## src/rtl/hazard_forward_unit.sv

```systemverilog
// rtl/hazard_forward_unit.sv - operand forwarding, load-use / multicycle stall detection, stall counter
module hazard_forward_unit #(
    parameter int ADDR_W = 5,
    parameter int N_READ = 2,
    parameter int N_FWD  = 2,
    parameter int MD_LAT = 4,
    parameter int CNT_W  = 32,
    localparam int SEL_W = $clog2(N_FWD + 1)
) (
    input  logic                       clk,
    input  logic                       rst,
    input  logic [N_READ*ADDR_W-1:0]   SrcAddr_E,
    input  logic [N_READ*ADDR_W-1:0]   SrcAddr_D,
    input  logic [N_READ-1:0]          SrcUse_D,
    input  logic [N_FWD*ADDR_W-1:0]    FwdDstAddr,
    input  logic [N_FWD-1:0]           FwdWriteEN,
    input  logic                       LoadEN_E,
    input  logic [ADDR_W-1:0]          DstAddr_E,
    input  logic                       MdStart_D,
    input  logic [ADDR_W-1:0]          MdDstAddr_D,
    output logic [N_READ*SEL_W-1:0]    FwdSEL,
    output logic                       Stall_D,
    output logic                       Flush_E,
    output logic                       MdBusy,
    output logic                       MdDone,
    output logic [ADDR_W-1:0]          MdDoneAddr,
    output logic [CNT_W-1:0]           StallCnt
);

    localparam int CW = $clog2(MD_LAT + 1);

    typedef enum logic {RUN, MD_BUSY} state_t;

    state_t              state_q;
    logic [CW-1:0]       cnt_q;
    logic [ADDR_W-1:0]   md_addr_q;
    logic [CNT_W-1:0]    stall_cnt_q;

    logic ld_hit, md_hit;
    logic ld_haz, raw_md, str_md, stall;
    logic busy, md_last, md_accept;

    // Per-operand forward select; scanning far-to-near lets the nearest matching stage win.
    always_comb begin
        FwdSEL = '0;
        for (int i = 0; i < N_READ; i++) begin
            for (int k = N_FWD - 1; k >= 0; k--) begin
                if (FwdWriteEN[k] &&
                    FwdDstAddr[k*ADDR_W +: ADDR_W] != '0 &&
                    FwdDstAddr[k*ADDR_W +: ADDR_W] == SrcAddr_E[i*ADDR_W +: ADDR_W]) begin
                    FwdSEL[i*SEL_W +: SEL_W] = SEL_W'(k + 1);
                end
            end
        end
    end

    // Decode operands that are read and collide with the load target or the multicycle target.
    always_comb begin
        ld_hit = 1'b0;
        md_hit = 1'b0;
        for (int i = 0; i < N_READ; i++) begin
            if (SrcUse_D[i] && SrcAddr_D[i*ADDR_W +: ADDR_W] == DstAddr_E) ld_hit = 1'b1;
            if (SrcUse_D[i] && SrcAddr_D[i*ADDR_W +: ADDR_W] == md_addr_q) md_hit = 1'b1;
        end
    end

    assign busy      = (state_q == MD_BUSY);
    assign md_last   = busy && (cnt_q == CW'(1));
    assign ld_haz    = LoadEN_E && (DstAddr_E != '0) && ld_hit;
    assign raw_md    = busy && (md_addr_q != '0) && md_hit;
    assign str_md    = busy && MdStart_D && (cnt_q > CW'(1));
    assign stall     = ld_haz || raw_md || str_md;
    // A stalled start is dropped here; decode keeps presenting it until it goes through.
    assign md_accept = MdStart_D && !stall;

    assign Stall_D    = stall;
    assign Flush_E    = stall;
    assign MdBusy     = busy;
    assign MdDone     = md_last;
    assign MdDoneAddr = md_last ? md_addr_q : '0;
    assign StallCnt   = stall_cnt_q;

    // Multicycle scoreboard: load latency on issue, count down, allow reissue in the completing cycle.
    always_ff @(posedge clk) begin
        if (rst) begin
            state_q   <= RUN;
            cnt_q     <= '0;
            md_addr_q <= '0;
        end else begin
            case (state_q)
                RUN: begin
                    if (md_accept) begin
                        state_q   <= MD_BUSY;
                        cnt_q     <= CW'(MD_LAT);
                        md_addr_q <= MdDstAddr_D;
                    end
                end
                MD_BUSY: begin
                    if (cnt_q == CW'(1)) begin
                        if (md_accept) begin
                            cnt_q     <= CW'(MD_LAT);
                            md_addr_q <= MdDstAddr_D;
                        end else begin
                            state_q <= RUN;
                            cnt_q   <= '0;
                        end
                    end else begin
                        cnt_q <= cnt_q - CW'(1);
                    end
                end
                default: begin
                    state_q <= RUN;
                    cnt_q   <= '0;
                end
            endcase
        end
    end

    // Stall cycle counter, sticks at all-ones instead of wrapping.
    always_ff @(posedge clk) begin
        if (rst) begin
            stall_cnt_q <= '0;
        end else if (stall && (stall_cnt_q != '1)) begin
            stall_cnt_q <= stall_cnt_q + CNT_W'(1);
        end
    end

endmodule

```

## config.mk

```make
export PLATFORM = sky130hd
export DESIGN_NAME = hazard_forward_unit
export DESIGN_NICKNAME = d
export VERILOG_FILES = /design/src/rtl/hazard_forward_unit.sv
export SDC_FILE = /design/constraint.sdc
export NUM_CORES = 1
export LEC_CHECK = 0
export CORE_MARGIN = 2
export CORE_UTILIZATION = 47
export CTS_BUF_LIST = sky130_fd_sc_hd__clkbuf_8
export DETAILED_ROUTE_END_ITERATION = 7
export PLACE_DENSITY = 0.82
export REMOVE_ABC_BUFFERS = 1
export SLEW_MARGIN = 10
export SYNTH_ARGS = -nofsm -noshare
export SYNTH_HDL_FRONTEND = slang
export SYNTH_SLANG_ARGS = --single-unit
```

## constraint.sdc

```tcl
create_clock -name clk -period 3.1 [get_ports clk]
set_input_delay 0.62 -clock clk [delete_from_list [all_inputs] [get_ports clk]]
set_output_delay 0.62 -clock clk [all_outputs]
set_load 0.05 [all_outputs]
```

==> flow_summary_export.csv <==
group,metric,value,unit
sta,hold_violations,0,
clock_tree,clock_path_buffers,2,
finish,drive_gt1_share,11.09,%
floorplanning,ios,93,
clock_tree,cts_hold_repair.buffers,0,
sta,clock_skew,0.007690,ns
clock_tree,cts-htree-levels,2,
placement,dpl_cell_area,3775,um^2
worst_setup_path,end_kind,"output port",
worst_setup_path,crit_fanout,2,
routing,detail-route-antenna-nets,0,
yosys,ys_warn_count,0,
worst_setup_path,cp.arrival,2.44,ns
finish,diodes,0,
worst_hold_path,hp-class,"reg -> reg",
worst_hold_path,holdPathEnd,"StallCnt[23]$_SDFFE_PP0P_",
global_routing,gr-total-overflow,0,
global_routing,grt_start_max_net_pins,54,
finish,utilization,69.94,%
global_routing,grt_antenna_before_repair,0,
job,cap_violations,0,
finish,layout.nets,483,
routing,avgViaCountPerCell,5.594,
yosys,yosysTopAreaCell,"dfxtp_1",
yosys,yosysMostFrequentCell,"dfxtp_1",
sta,setup_tns,0,ns
placement,port_buffers,92,
yosys,ys.flop_type,"dfxtp_1",
yosys,synthTopCellsByArea,"dfxtp_1 30%, xnor2_1 8.7%, xor2_1 4.5%",
worst_setup_path,reg2reg_depth,7,
worst_hold_path,min-delay-start,"StallCnt[23]$_SDFFE_PP0P_",
clock_tree,clkSinkCount,41,
floorplanning,rows,27,
yosys,synth_cell_types,42,
placement,place_ws,-0.06301,ns
worst_hold_path,holdPathStages,2,
worst_setup_path,required,2.48,ns
routing,wl_per_cell,14.44,um
finish,fin_area,3875,um^2
worst_setup_path,critPathLaunchType,"input pin",
yosys,avgSynthCellArea,8.168,um^2
yosys,syn_area,2720,um^2
sta,setup_violations,0,
placement,gp_congestion,0.7961,
floorplanning,die_area,6412,um^2
pwr,ir_drop,0.3479,mV
placement,hpwl,5.427,mm
worst_setup_path,reg2reg_slack,0.52,ns
floorplanning,fp.dieW,80.08,um
yosys,ys_ff_latch,41,
sta,fin_crit_sh,98.62,%
floorplanning,initial_core_util,49.10,%
run_status,status,"complete, no violations",
worst_setup_path,timing.rr.start,"StallCnt[0]$_SDFFE_PP0P_",
clock_tree,clk_pin_slew,0.07,ns
sta,max-slew-margin-rel,36.66,%
routing,first_pass_iters,4,
clock_tree,cts_tree,"built",
sta,max_freq,327.1,MHz
worst_setup_path,timing.rr.end,"StallCnt[20]$_SDFFE_PP0P_",
clock_tree,cts_buffers,5,
clock_tree,insertion_delay,0.29,ns
worst_setup_path,path_class,"in -> out",
sta,finalMaxSlewViolations,0,
yosys,async_flop_share,0,%
routing,drc_errors,0,
floorplanning,coreArea,5540,um^2
routing,totalWireLength,7.291,mm
sta,period_needed,3.057,ns
finish,area_growth,42.46,%
routing,vias,2825,
yosys,synthTopCellsByCount,"41 x dfxtp_1, 27 x xnor2_1, 24 x nor2_1",
yosys,yosysSeqAreaShare,30.17,%
global_routing,grt_util_all_layers,22.84,%
pwr,cellLeakagePower,0.001322,uW
yosys,synth-edff-count,0,
global_routing,grt_pass1_wl,11.87,mm
global_routing,grt_pass1_vias,2648,
sta,setup_ws,0.04291,ns
routing,drt_iter0_markers,113,
yosys,synth_top_cell_area_share,30.17,%
sta,worst_pin_slew,0.9502,ns
floorplanning,die_h,80.08,um
sta,finalHoldWorstSlack,0.4905,ns
pwr,power_density,298.5,nW/um^2
clock_tree,clockRootBuffer,"clkbuf_8",
yosys,synthCells,333,
clock_tree,postCtsSetupRepairBufs,0,
==> where the power goes <==
| group | internal, uW | total [uW] | switching (uW) |
|---|---|---|---|
| sequential | 538 | 555 | 16.9 |
| clock | 153 | 335 | 182 |
| combinational | 137 | 267 | 129 |
==> cell usage in the layout, fill, tap and decap left out, types with 11 or more instances in the layout <==
cell and instances:
clkdlybuf4s50_1 85, dfxtp_1 41, xnor2_1 27, nor2_1 24
a21oi_1 23, nand2_1 22, buf_4 21, nand4_1 16
or4_1 15, nand3_1 14, xor2_1 14, o31ai_1 13
nor3_1 11, o21ai_0 11
==> sequential cells by signal (all words and copies together) (netlist names) <==
signal	cells
md_addr_q	5
MdBusy	1
StallCnt	32
cnt_q	3
==> worst max-delay path by stage <==
stage	from	to	slack, ns	cells after the start
after CTS	cnt_q[0]$_SDFFE_PP0P_	MdDoneAddr[1]	0.01	5
after floorplan	FwdDstAddr[1]	FwdSEL[1]	-0.72	4
final	FwdDstAddr[2]	FwdSEL[3]	0.04	7
after global routing	FwdDstAddr[2]	FwdSEL[3]	-0.003	7
after detailed placement	FwdDstAddr[2]	FwdSEL[3]	-0.06	7
after global placement	FwdDstAddr[1]	FwdSEL[1]	-0.002	7
==> through the flow <==
stage                     total power [uW]  instances
final                                 1157        505
after floorplan                      690.9        315
after CTS                             1165        505
after global placement               823.4        497
after detailed placement             831.5        497
after global routing                  1210        505
==> worst max-delay path, stage by stage <==
cell	delay [ns]
clkdlybuf4s50_1	0.43
or4_1	0.55
o21ai_2	0.18
nor4_1	0.10
nor4_1	0.27
buf_4	0.16
buf_12	0.12
==> cell type report <==
| cell class | count | area, um^2 |
|---|---|---|
| Multi-Input combinational cell | 267 | 1774 |
| Fill cell | 464 | 1665 |
| Timing Repair Buffer | 110 | 1081 |
| Sequential cell | 41 | 820.8 |
| Tap cell | 72 | 90.09 |
| Clock buffer | 5 | 68.82 |
| Inverter | 7 | 26.28 |
| Clock inverter | 3 | 13.76 |
==> repair_timing <==
item,CTS,global route
setup endpoints to repair,2,8
pin swaps,0,1
resized for setup,1,4
==> layer usage <==
| layer | track usage (%) | up-vias | wire length, um |
|---|---|---|---|
| li1 | - | 1408 | - |
| met1 | 29.27 | 1312 | 3159 |
| met2 | 40.17 | 96 | 3622 |
| met3 | 3.371 | 9 | 423 |
| met4 | 5.593 | 0 | 87 |
| met5 | 0 | - | 0 |
==> kinds of logic (layout without fill, tap and decap cells) <==
family                   Yosys count  in the layout  synth area share [%]
multiplexers                      16             16                 6.394
flip-flops                        41             41                 30.17
AND/OR/NAND/NOR                  152            152                 31.23
XOR/XNOR                          41             41                 13.20
buffers and inverters             25            125                 5.152
adder cells (fa/ha/maj)            3              3                 1.380
AO/OA/AOI/OAI                     55             55                 12.47
No activity file was read; power rests on OpenSTA's default activity.
